===== config.mk =====
export PLATFORM = sky130hd
export DESIGN_NAME = rpp_header_assembler
export DESIGN_NICKNAME = d
export VERILOG_FILES = /design/src/rtl/rpp_hdr_pkg.sv /design/src/rtl/rpp_crc8_byte.sv /design/src/rtl/rpp_header_assembler.sv
export SDC_FILE = /design/constraint.sdc
export NUM_CORES = 1
export LEC_CHECK = 0
export CORE_MARGIN = 2
export CORE_UTILIZATION = 48
export DETAILED_ROUTE_END_ITERATION = 10
export GPL_TIMING_DRIVEN = 0
export PLACE_DENSITY_LB_ADDON = 0.05
export SYNTH_ARGS = -nofsm -noshare
export SYNTH_HDL_FRONTEND = slang
export SYNTH_HIERARCHICAL = 1
export SYNTH_SLANG_ARGS = --single-unit

===== constraint.sdc =====
create_clock -name clk -period 5.9 [get_ports clk]
set_clock_uncertainty 0.15 [all_clocks]
set_input_delay 0.59 -clock clk [delete_from_list [all_inputs] [get_ports clk]]
set_output_delay 0.59 -clock clk [all_outputs]
set_load 0.005 [all_outputs]

===== src/rtl/rpp_hdr_pkg.sv =====
`default_nettype none
// ============================================================================
// Module      : rpp_hdr_pkg
// Description : Shared constants and types for the RPP header assembler.
// Revision    : 1.0 - initial release
// ============================================================================
package rpp_hdr_pkg;
    localparam int HDR_BYTES = 18;
    localparam int HDR_W     = 8 * HDR_BYTES;

    // Byte offsets of each header field, byte 0 is the first byte on the wire
    localparam int OFF_RPP      = 0;
    localparam int OFF_PKT_ID   = 2;
    localparam int OFF_ORIGIN   = 6;
    localparam int OFF_CONSENT  = 8;
    localparam int OFF_ENTROPY  = 10;
    localparam int OFF_PAYLOAD  = 11;
    localparam int OFF_FALLBACK = 12;
    localparam int OFF_WID      = 13;
    localparam int OFF_PHASE    = 14;
    localparam int OFF_CRC      = 17;

    localparam logic [7:0] CRC_POLY = 8'h07;
    localparam logic [7:0] CRC_INIT = 8'h00;

    typedef enum logic [1:0] {
        IDLE    = 2'd0,
        COLLECT = 2'd1,
        HOLD    = 2'd2
    } state_t;
endpackage
`default_nettype wire


===== src/rtl/rpp_crc8_byte.sv =====
`default_nettype none
// ============================================================================
// Module      : rpp_crc8_byte
// Description : Combinational CRC-8 update over one byte, MSB first.
// Revision    : 1.0 - initial release
// ============================================================================
module rpp_crc8_byte #(
    parameter logic [7:0] CRC_POLY = rpp_hdr_pkg::CRC_POLY
) (
    input  logic [7:0] crc_in,
    input  logic [7:0] data_in,
    output logic [7:0] crc_out
);
    logic [7:0] w_crc;

    always_comb begin
        w_crc = crc_in;
        for (int i = 0; i < 8; i++) begin
            w_crc = {w_crc[6:0], 1'b0} ^ ((w_crc[7] ^ data_in[7-i]) ? CRC_POLY : 8'h00);
        end
    end

    assign crc_out = w_crc;
endmodule
`default_nettype wire


===== src/rtl/rpp_header_assembler.sv =====
`default_nettype none
// ============================================================================
// Module      : rpp_header_assembler
// Description : Collects the 18-byte RPP header from a byte stream and holds
//               it with a valid/ready handshake. CRC-8 checking is built only
//               when RPP_HDR_CRC_CHECK_EN is defined.
// Revision    : 1.0 - initial release
// ============================================================================
module rpp_header_assembler #(
    parameter int HDR_BYTES = rpp_hdr_pkg::HDR_BYTES,
    parameter int CNT_W     = 8
`ifdef RPP_HDR_CRC_CHECK_EN
   ,parameter logic [7:0] CRC_POLY = rpp_hdr_pkg::CRC_POLY,
    parameter logic [7:0] CRC_INIT = rpp_hdr_pkg::CRC_INIT
`endif
) (
    input  logic                   clk,
    input  logic                   rst,
    input  logic [7:0]             in_data,
    input  logic                   in_valid,
    input  logic                   in_sof,
    output logic                   in_ready,
    output logic [8*HDR_BYTES-1:0] hdr_out,
    output logic                   hdr_valid,
    input  logic                   hdr_ready,
    output logic                   crc_ok,
    output logic [CNT_W-1:0]       abort_cnt,
    output logic [CNT_W-1:0]       crc_err_cnt
);
    import rpp_hdr_pkg::*;

    localparam int                  c_hdr_w    = 8 * HDR_BYTES;
    localparam int                  c_idx_w    = $clog2(HDR_BYTES + 1);
    localparam logic [c_idx_w-1:0]  c_last_idx = c_idx_w'(HDR_BYTES - 1);
    localparam logic [c_idx_w-1:0]  c_one      = c_idx_w'(1);

    state_t               r_state;
    logic [c_idx_w-1:0]   r_idx;
    logic [c_hdr_w-1:0]   r_hdr;
    logic                 r_hdr_valid;
    logic                 r_crc_ok;
    logic [CNT_W-1:0]     r_abort_cnt;
    logic                 w_accept;
    logic                 w_crc_match;

    assign in_ready = (r_state != HOLD);
    assign w_accept = in_valid && in_ready;

`ifdef RPP_HDR_CRC_CHECK_EN
    logic [7:0]       r_crc;
    logic [7:0]       w_crc_seed;
    logic [7:0]       w_crc_next;
    logic [CNT_W-1:0] r_crc_err_cnt;

    // A sof byte always restarts the CRC, both in IDLE and on an abort
    assign w_crc_seed  = in_sof ? CRC_INIT : r_crc;
    assign w_crc_match = (in_data == r_crc);

    rpp_crc8_byte #(
        .CRC_POLY (CRC_POLY)
    ) u_crc8 (
        .crc_in  (w_crc_seed),
        .data_in (in_data),
        .crc_out (w_crc_next)
    );

    always_ff @(posedge clk or posedge rst) begin
        if (rst) begin
            r_crc         <= CRC_INIT;
            r_crc_err_cnt <= '0;
        end else begin
            if (w_accept && (in_sof || r_state == COLLECT)) begin
                r_crc <= w_crc_next;
            end
            if (r_state == HOLD && hdr_ready && !r_crc_ok && r_crc_err_cnt != '1) begin
                r_crc_err_cnt <= r_crc_err_cnt + 1'b1;
            end
        end
    end

    assign crc_err_cnt = r_crc_err_cnt;
`else
    assign w_crc_match = 1'b1;
    assign crc_err_cnt = '0;
`endif

    always_ff @(posedge clk or posedge rst) begin
        if (rst) begin
            r_state     <= IDLE;
            r_idx       <= '0;
            r_hdr       <= '0;
            r_hdr_valid <= 1'b0;
            r_crc_ok    <= 1'b0;
            r_abort_cnt <= '0;
        end else begin
            case (r_state)
                IDLE: begin
                    if (w_accept && in_sof) begin
                        r_hdr   <= {r_hdr[c_hdr_w-9:0], in_data};
                        r_idx   <= c_one;
                        r_state <= COLLECT;
                    end
                end
                COLLECT: begin
                    if (w_accept) begin
                        r_hdr <= {r_hdr[c_hdr_w-9:0], in_data};
                        if (in_sof) begin
                            r_idx <= c_one;
                            if (r_abort_cnt != '1) begin
                                r_abort_cnt <= r_abort_cnt + 1'b1;
                            end
                        end else begin
                            r_idx <= r_idx + 1'b1;
                            if (r_idx == c_last_idx) begin
                                r_hdr_valid <= 1'b1;
                                r_crc_ok    <= w_crc_match;
                                r_state     <= HOLD;
                            end
                        end
                    end
                end
                HOLD: begin
                    if (hdr_ready) begin
                        r_hdr_valid <= 1'b0;
                        r_crc_ok    <= 1'b0;
                        r_idx       <= '0;
                        r_state     <= IDLE;
                    end
                end
                default: r_state <= IDLE;
            endcase
        end
    end

    assign hdr_out   = r_hdr;
    assign hdr_valid = r_hdr_valid;
    assign crc_ok    = r_crc_ok;
    assign abort_cnt = r_abort_cnt;
endmodule
`default_nettype wire

==> metrics.yaml <==
outcome: "complete, no violations"
finalMaxSlewViolations: 0
critPathMaxFanout: 6
ys_seq_area_share_pct: 62.3
dieArea_mm2: 0.0143
rsz0062_at_grt: "no"
layout_min_cycle_time_ps: 2510
grt_antenna_before_repair: 0
clkLatencyLatePin_ps: 410
cts_hold_repair.buffers: 0
setup_viol: 0
drv_cap: 0
gp_congestion: 0.813
grt_pass1_vias: 4162
via_count: 3995
ys_ff_latch: 160
ant_nets: 0
finalSetupTns_ps: 0
ys.warnings.count: 6
crit_buf_inv: 3
vias_per_cell: 5.04
critPathKind: "flip-flop to primary output"
vdd_ir_drop_max_v: 0.000292
drc: 0
initial_core_util_pct: 48.9
drive_above_1_share_pct: 33.7
synthCells: 412
max_stage_delay_ps: 500
final_common_cell: "clkdlybuf4s50_1"
worst_slew_pin_slew_ps: 683
synth-compound-area-share_pct: 2.57
grt.total_usage_pct: 19.9
cts.sinks: 160
fp.coreArea_mm2: 0.0131
path_cells: "inv_1 > ha_1 > inv_1 > clkdlybuf4s50_1"
start_kind: "flip-flop"
nFillCells: 1000
cts-resized-gates: 0
leakage_nw: 4.07
ys_types: 41
clkTransAtPathRegs_ps: 50
hold_viol: 0
post-route-util_pct: 68.1
yosys_most_used_dff: "dfrtp_1"
wl_per_cell_um: 17.2
wl_mm: 13.6
die_height_um: 120
layout.nets: 628
port_buffers: 167
fmax_ghz: 0.398
cts_made_buffers: 17
maxSlewHeadroom_pct: 54.5
synth_edf_count: 0
post_cts_buffers: 0
syn_avg_cell_area_um2: 15.6
post-route-period-util_pct: 42.6
final_cell_mix: "clkdlybuf4s50_1 (167), dfrtp_1 (160), mux2_2 (145)"
cp-end-kind: "primary output"
drt_pass1_iterations: 4
drt_iter0_drc: 154
cts-root-buf: "clkbuf_16"
pwr_density_cell_mw_per_mm2: 528
hp-class: "flip-flop to flip-flop"
grt_pass1_wl_mm: 21.8
grt_max_degree: 88
yosys.area_share.adder_pct: 1.75
cts_tree: "yes"
die_x_um: 120
synth_top_family_by_area: "multiplexers"
async_flop_share_pct: 100
synth_xor_area_share_pct: 0.136
io_pins: 176
area_growth_pct: 39.1
timing.hold.ws_ps: 352
syn_area_mm2: 0.00643
worst_path_max_delay_cell: "clkdlybuf4s50_1"
multiInputGateArea_mm2: 0.00226
cp_data_required_time_ps: 5160
worst-endpoint-arrival_ps: 1770
synth-simple-area-share_pct: 3.45
ff_latch_area_mm2: 0.00400
path_delay_family: "buffers and inverters"
synth.mux.area_fraction_pct: 26.8
antennaDiodeCount: 0
h-tree-depth: 4
clk_path_buf_depth: 2
hpwl_mm: 9.82
cpMostUsedCell: "inv_1"
overflow: 0
std_cell_rows: 42
per-stage QoR:
step | area (um2) | power [mW] | std cells | setup WS, ps
finish | 8940 | 4.72 | 793 | 3390
detailed placement | 8380 | 3.71 | 763 | 3290
global route | 8940 | 4.99 | 793 | 3300
floorplan | 6450 | 2.63 | 419 | 840
global placement | 8340 | 3.65 | 762 | -1190
CTS | 8940 | 4.79 | 793 | 3360
area by class of cell:
class	instances	share of cell area (%)
tap	176	2.46
inverter	7	0.350
timing repair buffer	168	19.0
buffer	25	1.85
multi-input combinational	227	25.2
clock buffer	24	5.39
sequential	160	44.8
clock inverter	6	0.924
routing by layer:
layer	up-vias	track usage, %	part of all wire (%)
met5	-	0	0
met4	0	7.28	1.3
met3	13	7.60	8.1
met2	129	33.3	51
met1	2007	23.5	40
li1	1846	-	-
cell usage after synthesis (4+ instances only):
| library cell | count | share of area [%] |
|---|---|---|
| nor2_1 | 4 | 0.23 |
| ha_1 | 9 | 1.8 |
| dfrtp_1 | 160 | 62 |
| buf_2 | 9 | 0.70 |
| mux2_1 | 5 | 0.88 |
| mux2_2 | 145 | 25 |
| buf_4 | 16 | 1.9 |
| inv_1 | 7 | 0.41 |
| nand3_1 | 4 | 0.31 |
| a31oi_1 | 6 | 0.58 |
| nand2_1 | 8 | 0.47 |
flip-flops by register name, indices dropped and copies added, names as in the netlist:
name / cells
r_idx: 5
crc_ok: 1
abort_cnt: 8
hdr_out: 144
r_state: 2
report_power, final:
part / total [mW] / switching [mW] / leakage [nW] / internal (mW)
Sequential: 1.84 / 0.328 / 2.09 / 1.51
Combinational: 1.83 / 0.630 / 1.70 / 1.20
Clock: 1.05 / 0.403 / 0.276 / 0.650
Total: 4.72 / 1.36 / 4.07 / 3.36
cell families (layout without fill, tap and decap cells):
logic type      after synthesis  count (layout)
flops                       160             160
mux                         153             153
simple gates                 35              35
buf+inv                      32             230
compound gates               21              21
fa+ha+maj                     9               9
other cells                   1               8
xor+xnor                      1               1
path summary, 6_finish.rpt:
path,cells after the start,slack [ps],start,to
min in group asynchronous,2,510,rst,hdr_out[4]
worst max-delay path,4,3390,r_state[0],in_ready
max in group asynchronous,3,4260,rst,abort_cnt[2]
worst min-delay path,1,350,hdr_out[137],hdr_out[137]
worst max register to register,7,3590,r_state[1],hdr_out[13]
worst min register to register,1,350,hdr_out[137],hdr_out[137]
Note: power is estimated with default switching activity, not from simulation.
